<file path="config.mk">
export PLATFORM = sky130hd
export DESIGN_NAME = hanoi_move_gen
export DESIGN_NICKNAME = d
export VERILOG_FILES = /design/src/rtl/hanoi_move_gen.sv
export SDC_FILE = /design/constraint.sdc
export NUM_CORES = 1
export LEC_CHECK = 0
export CORE_MARGIN = 1.5
export CORE_UTILIZATION = 45
export DETAILED_ROUTE_END_ITERATION = 8
export PLACE_DENSITY = 0.7
export SLEW_MARGIN = 25
export SYNTH_ARGS = -nofsm -noshare
export SYNTH_HDL_FRONTEND = slang
export SYNTH_SLANG_ARGS = --single-unit
</file>
<file path="constraint.sdc">
create_clock -name clk -period 3.3 [get_ports clk]
set_clock_uncertainty 0.05 [all_clocks]
set_input_delay 0.495 -clock clk [delete_from_list [all_inputs] [get_ports clk]]
set_output_delay 0.495 -clock clk [all_outputs]
set_load 0.01 [all_outputs]
</file>
<file path="src/rtl/hanoi_move_gen.sv">
// -----------------------------------------------------------------------------
// hanoi_move_gen
//
// Move sequencer for a Towers of Hanoi peg-state block. After a start request
// in IDLE it emits the optimal 2^S-1 move sequence for an S-disk tower, one
// (fr, to) peg pair per accepted valid/ready transfer. It then pulses done for
// one cycle and returns to IDLE.
//
// Move k (1-based) is derived from the move counter alone:
//   fr = (k & (k-1)) mod 3
//   to = ((k | (k-1)) + 1) mod 3   (evaluated at S+1 bits so k=2^S-1 does not wrap)
// Odd S finishes the tower on peg 2 and even S finishes it on peg 1.
//
// Optional feature (macro HANOI_DST_PEG2_EN):
//   defined     : for even S, pegs 1 and 2 are swapped on fr and to, so every
//                 tower finishes on peg 2. Odd S is unaffected.
//   not defined : raw arithmetic as above.
//
// Parameters:
//   S        number of disks, 1..16. The move counter is S bits wide, which
//            holds the largest move index 2^S-1.
//
// Ports:
//   clk       in   1  clock, rising edge
//   rst       in   1  synchronous active-high reset
//   start     in   1  begin a new sequence (sampled in IDLE only)
//   rdy       in   1  consumer accepts the current move when rdy & vld
//   fr        out  2  source peg of the current move
//   to        out  2  destination peg of the current move
//   vld       out  1  fr/to hold a valid move
//   busy      out  1  high in RUN and DONE
//   done      out  1  one-cycle pulse after the last move is accepted
//   move_cnt  out  S  moves accepted in the current/last sequence
// -----------------------------------------------------------------------------
module hanoi_move_gen #(
  parameter int S = 3
) (
  input  logic         clk,
  input  logic         rst,
  input  logic         start,
  input  logic         rdy,
  output logic [1:0]   fr,
  output logic [1:0]   to,
  output logic         vld,
  output logic         busy,
  output logic         done,
  output logic [S-1:0] move_cnt
);

  typedef enum logic [1:0] {
    IDLE = 2'd0,
    RUN  = 2'd1,
    DONE = 2'd2
  } state_t;

  localparam logic [S-1:0] K_FIRST = S'(1);
  localparam logic [S-1:0] K_LAST  = '1;
  localparam logic [S:0]   X_ONE   = (S+1)'(1);
  localparam logic [S:0]   X_THREE = (S+1)'(3);

`ifdef HANOI_DST_PEG2_EN
  localparam bit SWAP_12 = (S % 2 == 0);
`else
  localparam bit SWAP_12 = 1'b0;
`endif

  state_t       r_state;
  logic [S-1:0] r_k;

  // Exchanges pegs 1 and 2 when even towers are steered onto peg 2.
  function automatic logic [1:0] remap(input logic [1:0] p);
    if (SWAP_12 && p == 2'd1) return 2'd2;
    if (SWAP_12 && p == 2'd2) return 2'd1;
    return p;
  endfunction

  function automatic logic [1:0] peg_fr(input logic [S-1:0] kk);
    logic [S:0] kx;
    logic [S:0] r;
    kx = {1'b0, kk};
    r  = (kx & (kx - X_ONE)) % X_THREE;
    return remap(2'(r));
  endfunction

  function automatic logic [1:0] peg_to(input logic [S-1:0] kk);
    logic [S:0] kx;
    logic [S:0] r;
    // Extra top bit keeps (2^S-1 | 2^S-2) + 1 = 2^S from wrapping to 0.
    kx = {1'b0, kk};
    r  = ((kx | (kx - X_ONE)) + X_ONE) % X_THREE;
    return remap(2'(r));
  endfunction

  // fr/to are reloaded together with k, so they are pure registered state
  // with no combinational path from start or rdy.
  // NOTE: every assignment in this clocked block is non-blocking so all
  // registers update from the same pre-edge values; reset is synchronous.
  always_ff @(posedge clk) begin
    if (rst) begin
      r_state  <= IDLE;
      r_k      <= '0;
      fr       <= 2'd0;
      to       <= 2'd0;
      vld      <= 1'b0;
      busy     <= 1'b0;
      done     <= 1'b0;
      move_cnt <= '0;
    end else begin
      unique case (r_state)
        IDLE: begin
          done <= 1'b0;
          if (start) begin
            r_state  <= RUN;
            r_k      <= K_FIRST;
            fr       <= peg_fr(K_FIRST);
            to       <= peg_to(K_FIRST);
            vld      <= 1'b1;
            busy     <= 1'b1;
            move_cnt <= '0;
          end
        end
        RUN: begin
          if (rdy) begin
            move_cnt <= move_cnt + S'(1);
            if (r_k == K_LAST) begin
              // fr/to keep the final move; only vld drops.
              r_state <= DONE;
              vld     <= 1'b0;
              done    <= 1'b1;
            end else begin
              r_k <= r_k + S'(1);
              fr  <= peg_fr(r_k + S'(1));
              to  <= peg_to(r_k + S'(1));
            end
          end
        end
        DONE: begin
          // start is deliberately not looked at here.
          r_state <= IDLE;
          done    <= 1'b0;
          busy    <= 1'b0;
        end
        default: begin
          r_state <= IDLE;
          vld     <= 1'b0;
          busy    <= 1'b0;
          done    <= 1'b0;
        end
      endcase
    end
  end

endmodule

</file>
**Word-level counts from Yosys, hierarchy flattened**

Cells that the tools add are included.

- Register bits: 15
- Input port bits: 4

- Add/subtract/negate cells: 4
- Divide/modulo/power cells: 2
- Eq/ne operators: 7
- Multiplexer cells: 24
- Bitwise operators: 4
- Reduce and logical (&&, ||, !) cells: 9

Operators by type and width:

| kind | count |
|---|---|
| 2-bit two-way mux | 9 |
| 3-bit two-way mux | 5 |
| 2-bit case mux with 2 select lines | 3 |
| 3-bit case mux with 2 select lines | 2 |
| 4-bit by 2-bit modulo with 4-bit output (second input constant) | 2 |
| 2-bit inequality test (second input constant) | 4 |
| 4-bit AND reduction | 2 |
| 3-bit by 1-bit adder with 3-bit output (second input constant) | 2 |
| 3-bit AND reduction | 2 |
| 4-bit by 1-bit adder with 4-bit output (second input constant) | 1 |
| 3-bit by 4-bit AND with 4-bit output | 1 |
| 3-bit by 4-bit OR with 4-bit output | 1 |
| 2-bit AND reduction | 2 |
| 3-bit by 1-bit subtractor with 4-bit output (second input constant) | 1 |
| 3-bit equality test (second input constant) | 1 |
| 1-bit two-way mux | 3 |
| 1-bit case mux with 3 select lines | 1 |
| 2-bit by 1-bit equality test with 1-bit output (second input constant) | 1 |
| 2-bit equality test (second input constant) | 1 |
| 2-bit logical NOT | 1 |
| 1-bit inverter | 2 |
| 1-bit case mux with 2 select lines | 1 |
| 2-bit nonzero test | 1 |
| 2-bit OR reduction | 1 |

**Longest topological paths before layout**

Gate-level depths: netlist of run 1.

- Depth in word-level cells: 8
- Gate-level depth with buffers: 8
- Mapped depth without buffers: 8

**Least setup slack after synthesis of run 1**

OpenSTA, ideal clock, no wires.

- Path kind: reg2reg
- Start: register r_k[0]
- End: register to[0]
- Setup time: 0.117 ns
- Arrival time: 1.777 ns
- Data required time: 3.133 ns
- Path slack: 1.356 ns
- Stages on the path, launching flop included: 9
- Path buffers: 0
- Period minus slack after synthesis: 1.944 ns
- Path through: dfxtp_1 -> ha_1 -> inv_1 -> ha_1 -> o21a_1 -> ha_1 -> mux2i_1 -> mux2i_1 -> a32o_2

- Word-level cells in the longest chain between the ends: 8

RTL lines:

| what | RTL line | text |
|---|---|---|
| start, declared | 68 | `logic [S-1:0] r_k;` |
| start signal, assigned | 131 | `r_k <= r_k + S'(1);` |
| 3-bit by 1-bit adder with 3-bit output | 133 | `to <= peg_to(r_k + S'(1));` |
| 3-bit by 1-bit subtractor with 4-bit output | 90 | `r = ((kx \| (kx - X_ONE)) + X_ONE) % X_THREE;` |
| 3-bit by 4-bit OR with 4-bit output | 90 |  |
| 4-bit by 1-bit adder with 4-bit output | 90 |  |
| 4-bit by 2-bit modulo with 4-bit output | 90 |  |
| 2-bit two-way mux | 125 | `if (r_k == K_LAST) begin` |
| 2-bit two-way mux | 123 | `if (rdy) begin` |
| 2-bit case mux with 2 select lines | 109 | `unique case (r_state)` |
| end signal, assigned | 116 | `to <= peg_to(K_FIRST);` |
| end signal, assigned | 133 |  |
| end, declared | 43 | `output logic [1:0] to,` |

Several ways; a longest one is shown, not always the timed one. The select of a mux whose other input is x is not followed.
A chain may end at the register's enable or synchronous reset.

**Worst setup path after layout of run 1**

- Start: register r_k[0]
- End: register fr[1]

- Word-level cells in the longest chain between the ends: 7

RTL lines:

| what | RTL line | text |
|---|---|---|
| 3-bit by 1-bit adder with 3-bit output | 132 | `fr <= peg_fr(r_k + S'(1));` |
| 3-bit by 1-bit subtractor with 4-bit output | 81 | `r = (kx & (kx - X_ONE)) % X_THREE;` |
| 3-bit by 4-bit AND with 4-bit output | 81 |  |
| 4-bit by 2-bit modulo with 4-bit output | 81 |  |
| 2-bit two-way mux | 125 |  |
| 2-bit two-way mux | 123 |  |
| 2-bit case mux with 2 select lines | 109 |  |
| end signal, assigned | 115 | `fr <= peg_fr(K_FIRST);` |
| end signal, assigned | 132 |  |
| end, declared | 42 | `output logic [1:0] fr,` |

Several ways; a longest one is shown, not always the timed one. The select of a mux whose other input is x is not followed.

==> results of run 1 <==
==> per-layer routing <==
metal	GRT usage, %	wire length [um]	vias up
li1	-	-	326
met5	0	0	-
met1	21.04	711	277
met4	3.529	0	0
met3	6.400	97	0
met2	24.86	610	19
==> worst min path at each step <==
stage          endpoint  startpoint  slack, ns  depth (start not counted)
2_1_floorplan      busy        busy       0.42                          2
3_3_place_gp       busy        busy       0.39                          2
3_5_place_dp       busy        busy       0.40                          2
4_1_cts            busy        busy       0.41                          2
5_1_grt           fr[1]       fr[1]       0.44                          2
6_report           busy        busy       0.40                          2
==> synth_stat cells, types with 2 or more instances <==
library cell | number | area share, %
a211oi_1 | 3 | 2.8
a21oi_1 | 6 | 3.8
a22oi_1 | 2 | 1.9
dfxtp_1 | 15 | 38
ha_1 | 9 | 14
inv_1 | 7 | 3.3
mux2i_1 | 3 | 3.8
nand2_1 | 4 | 1.9
nor2_1 | 7 | 3.3
nor3_1 | 4 | 2.5
o21a_1 | 2 | 1.9
xnor2_1 | 2 | 2.2
==> flip-flops by register name, indices dropped and copies added, names as in the netlist <==
signal	flops
busy	1
done	1
fr	2
move_cnt	3
r_k	3
r_state	2
to	2
vld	1
==> worst max-delay path, cell delays in order (launching register included) <==
cell,delay [ns]
dfxtp_1,0.36
ha_1,0.23
ha_1,0.25
and4bb_1,0.52
nor2_4,0.10
or4_1,0.41
a21oi_1,0.14
==> where the power goes <==
part	leakage, nW	switching (mW)	internal, mW	total [mW]
Clock	0.0150	0.0574	0.0469	0.104
Sequential	0.122	0.00708	0.188	0.195
Combinational	0.246	0.0304	0.0288	0.0592
==> layout make-up <==
type                       instances  area, um2
timing repair buffer              13      130.1
clock buffer                       4      26.28
tap                               17      21.27
multi-input combinational         59      449.2
fill                             154      730.7
inverter                           8      31.28
sequential                        15      300.3
==> through the flow <==
stage                     std cells  hold WS (ns)  util [%]  setup WS [ns]
after floorplan                  84        0.4215         -          1.356
after global routing            116        0.4378     56.74          1.033
after CTS                       116        0.4119     56.74          1.177
final                           116        0.4046     56.74          1.161
after detailed placement        112        0.3981     55.19         0.9792
after global placement          112        0.3927     55.19          1.060
==> cell families after synthesis <==
kind of cell | Yosys count | share of synthesized area (%)
buffers and inverters | 10 | 5.817
adder cells (fa/ha/maj) | 9 | 14.15
flip-flops | 15 | 37.74
AO/OA/AOI/OAI | 18 | 15.72
AND/OR/NAND/NOR | 26 | 19.50
XOR/XNOR | 3 | 3.302
multiplexers | 3 | 3.774
==> summary.md, run 1 <==
| Metric | Value |
|---|---|
| R2R Path End | fr[1] |
| Mapped Nets | 97 |
| Seq/Total Area, Yosys | a little under two fifths |
| Synth Cell Area | a little under 800 um2 |
| Status | finished clean |
| Ys async rst share | 0% |
| IO Count | 14 |
| CP required | 3.46 ns |
| Avg WL per Cell | ~12 um |
| Final period utilization | between 60 and 70% |
| CP Max Fanout | 8 |
| Critical path type | reg -> reg |
| Resized cells post-CTS | 0 |
| HPWL Detailed | between 1 and 1.5 mm |
| Root Buffer | clkbuf_4 |
| Initial Util | 47.11% |
| Min-Delay Path Class | reg -> reg |
| CTS tree | done |
| Total power | about 360 uW |
| Leading cell type in the layout, fill and taps excluded | dfxtp_1 |
| DIE AREA | between 2000 and 2500 um2 |
| Initial antenna violation count | 0 |
| Yosys reg bits | 15 |
| Worst-Margin Slew | roughly 0.53 ns |
| Cells after Synth | 84 |
| RSZ-0062 raised after global routing | false |
| Share of cells above drive strength 1 | between 7 and 8% |
| Post-CTS Hold Fix Bufs | 0 |
| Core Rows | 15 |
| Vias/cell | approximately 5.4 |
| Worst skew pair latency | 0.28 ns |
| DR pass1 iterations | 5 |
| CP Capture Point | fr[1] |
| Critical Path Start Type | flip-flop |
| Die width | approximately 45 um |
| Vias in the first global route | 548 |
| Crit path time final | approximately 2.1 ns |
| Core area | 1689 um2 |
| Most frequent cells in the layout | dfxtp_1, clkdlybuf4s50_1, ha_1 |
| IO buf count | 13 |
| Synth cell types | 32 |
| Die height | about 45 um |
| Final #Nets | approximately 110 |
| GP Congestion | approximately 0.73 |
| Fin Setup TNS | 0 ns |
| Sink Count | 15 |
| CP Launch Point | r_k[0] |
| Routed Wire Length | ~1.4 mm |
| Slew headroom | ~65% |
| Pin count of the biggest net entering global routing | 16 |
| RR Startpoint | r_k[0] |
| Static leakage | 0.3834 nW |
| Post-route ant nets | 0 |
| H-tree depth | 1 |
| First-pass GRT wire length | between 2 and 2.5 mm |
| DRC | 0 |
| Max_cap viols | 0 |
| Design Area, Final | approximately 960 um2 |
| F_max | 0.4675 GHz |
| P&R area growth vs syn | 20.44% |
| CP Capture Type | flip-flop |
| Post-CTS setup buffers | 0 |
| Hold Fails Final Rpt | 0 |
| Deepest clock path buffer count | 2 |
| Clk slew on worst S/H paths | approximately 0.090 ns |
| R2R Setup Slk | between 1 and 1.5 ns |
| Iteration-0 DRC Markers | 12 |
| Final setup vio count | 0 |
| Synthesized area per cell | 9.473 um2 |
| Antenna diodes | 0 |
| Via count | between 600 and 700 |
| Worst R2R Path Depth | 6 |
| Global-route usage over all layers | between 10% and 20% |
| Primary FF master, synth | dfxtp_1 |
| Synth warnings | 0 |
| CTS Buf Count | 3 |
| EDFF count, synth | 0 |
| Worst VDD drop | approximately 0.26 mV |
| Placed inst area | between 900 and 1000 um2 |
| Slew Limit Fails | 0 |
| Grt ovf | 0 |
| Pwr Density | about 370 nW/um2 |
| Worst EP arrival | about 2.3 ns |
Power figures use the tool's default switching activity.
==> inputs of run 2 (changes only) <==
PLACE_DENSITY = 0.73   (was 0.7)
clock period = 1.9 ns   (was 3.3 ns; I/O delays follow)
==> run 2 against run 1 <==
Against the previous run: final cell count increased by 8.6%; fmax grew 17%; flip-flop and latch count is the same; global-route usage rose by 3.2 points.
==> summary.md, run 2 (synthesis results as in run 1) <==
| Metric | Value |
|---|---|
| CTS Buf Count | 3 (unchanged) |
| Die width | 45.05 um (unchanged) |
| Antenna diodes | 0 (unchanged) |
| Most frequent cells in the layout | dfxtp_1, clkdlybuf4s50_1, buf_4 (was dfxtp_1, clkdlybuf4s50_1, ha_1) |
| Critical path type | reg -> reg (unchanged) |
| DIE AREA | 2030 um2 (unchanged) |
| IO buf count | 13 (unchanged) |
| IO Count | 14 (unchanged) |
| DRC | 0 (unchanged) |
| Grt ovf | 0 (unchanged) |
| Post-route ant nets | 0 (unchanged) |
| Slowest stage cell, crit path | dfxtp_4 (was and4bb_1) |
| Worst-Margin Slew | 0.3038 ns (was 0.5279 ns) |
| CP Max Fanout | 3 (was 8) |
| Static leakage | 0.4404 nW (was 0.3834 nW) |
| Critical path's largest stage delay | 0.37 ns (was 0.52 ns) |
| Final period utilization | 95.99% (was 64.82%) |
| Critical Path Start Type | flip-flop (unchanged) |
| Final #Nets | 123 (was 113) |
| Routed Wire Length | 1.686 mm (was 1.419 mm) |
| Slew Limit Fails | 0 (unchanged) |
| Sink Count | 15 (unchanged) |
| Min-delay src | busy (unchanged) |
| Post-Place Worst Slack | -0.05900 ns (was 0.9792 ns) |
| Hold Path Depth | 2 (unchanged) |
| Max_cap viols | 0 (unchanged) |
| Vias in the first global route | 657 (was 548) |
| Crit path top cell by count | ha_4 (was ha_1) |
| Hold Fails Final Rpt | 0 (unchanged) |
| Final worst slack | 0.07623 ns (was 1.161 ns) |
| Core area | 1689 um2 (unchanged) |
| H-tree depth | 1 (unchanged) |
| Initial Util | 47.11% (unchanged) |
| Status | finished clean (unchanged) |
| Die height | 45.05 um (unchanged) |
| Global-route usage over all layers | 19.24% (was 16.05%) |
| Share of cells above drive strength 1 | 25.69% (was 7.071%) |
| CTS tree | done (unchanged) |
| Top flop regs | move_cnt: 3 flops, r_k: 3 flops (unchanged) |
| F_max | 0.5483 GHz (was 0.4675 GHz) |
| CP Capture Type | flip-flop (unchanged) |
| Root Buffer | clkbuf_4 (unchanged) |
| Ordered list of cells on the worst path | ha_4 -> inv_2 -> ha_4 -> o21a_4 -> ha_4 -> mux2i_2 -> mux2i_1 -> a32o_2 (was ha_1 -> ha_1 -> and4bb_1 -> nor2_4 -> or4_1 -> a21oi_1) |
| Clk slew on worst S/H paths | 0.08 ns (was 0.09 ns) |
| Pin count of the biggest net entering global routing | 11 (was 16) |
| P&R area growth vs syn | 39.62% (was 20.44%) |
| HPWL Detailed | 1.159 mm (was 1.048 mm) |
| CP required | 2.03 ns (was 3.46 ns) |
| Worst R2R Path Depth | 8 (was 6) |
| Crit path time final | 1.824 ns (was 2.139 ns) |
| Worst EP arrival | 1.95 ns (was 2.29 ns) |
| DR pass1 iterations | 4 (was 5) |
| R2R Path End | to[0] (was fr[1]) |
| Vias/cell | 5.492 (was 5.362) |
| Min-Delay Path Class | reg -> reg (unchanged) |
| Iteration-0 DRC Markers | 11 (was 12) |
| Slew headroom | 79.46% (was 64.70%) |
| GP Congestion | 0.8098 (was 0.7296) |
| Worst skew pair latency | 0.28 ns (about the same) |
| Worst VDD drop | 0.5128 mV (was 0.2584 mV) |
| Final setup vio count | 0 (unchanged) |
| First-pass GRT wire length | 2.829 mm (was 2.380 mm) |
| R2R Setup Slk | 0.08 ns (was 1.16 ns) |
| Hold Path End | busy (unchanged) |
| Core Rows | 15 (unchanged) |
| Fin Setup TNS | 0 ns (unchanged) |
| RR Startpoint | r_k[0] (unchanged) |
| Deepest clock path buffer count | 2 (unchanged) |
| RSZ-0062 raised after global routing | false (unchanged) |
| Avg WL per Cell | 13.38 um (was 12.23 um) |
| Via count | 692 (was 622) |
| Total power | 655.8 uW (was 358.9 uW) |
| Pwr Density | 590.3 nW/um2 (was 374.4 nW/um2) |
| Initial antenna violation count | 0 (unchanged) |
| Fillcell total | 140 (was 154) |
run 2: what timing repair did:
| item | in CTS | in global routing |
|---|---|---|
| endpoints found under the setup margin | 2 | 2 |
| setup buffers | 1 | 0 |
| gates resized for setup | 6 | 4 |
| pin swaps | 1 | 0 |
| hold buffers | 0 | 0 |
run 2: stage by stage:
step,cells,hold slack [ns],area [um2],util (%)
CTS,126,0.4113,1080,63.93
floorplan,84,0.3124,810.8,-
detailed placement,121,0.3981,1015,60.07
global placement,121,0.3936,1015,60.07
finish,126,0.4042,1111,65.78
global route,126,0.4416,1111,65.78
run 2: how the worst max path moves through the flow:
stage | start | end | cells after the start
after floorplan | r_k[1] | to[0] | 8
after global placement | r_k[1] | to[0] | 8
after detailed placement | r_k[0] | to[0] | 8
after CTS | r_k[0] | to[0] | 8
after global routing | r_k[0] | to[0] | 8
final | r_k[0] | to[0] | 8
run 2: layer usage:
metal | vias to the layer above | routed length (um) | track usage, %
li1 | 344 | - | -
met1 | 327 | 798 | 27.09
met2 | 21 | 774 | 28.29
met3 | 0 | 114 | 7.200
met4 | 0 | 0 | 3.529
met5 | - | 0 | 0
run 2: worst max-delay path: cells and delay by family (launching register included):
kind	cells	cell delay (ns)
adders and majority gates	3	0.56
DFF	1	0.37
AOI/OAI and AO/OA	2	0.37
muxes	2	0.32
buffers and inverters	1	0.05
run 2: layout make-up:
type	count	area [um2]	share of cell area (%)
multi-input combinational	59	518.0	46.62
inverter	8	31.28	2.815
timing repair buffer	23	205.2	18.47
clock buffer	3	22.52	2.027
sequential	15	307.8	27.70
tap	17	21.27	1.914
clock inverter	1	5.005	0.4504
run 2: report_power, final:
part	switching [mW]	internal [mW]	total [mW]
Combinational	0.0672	0.0746	0.142
Sequential	0.0121	0.326	0.338
Clock	0.0974	0.0782	0.176
Total	0.177	0.479	0.656
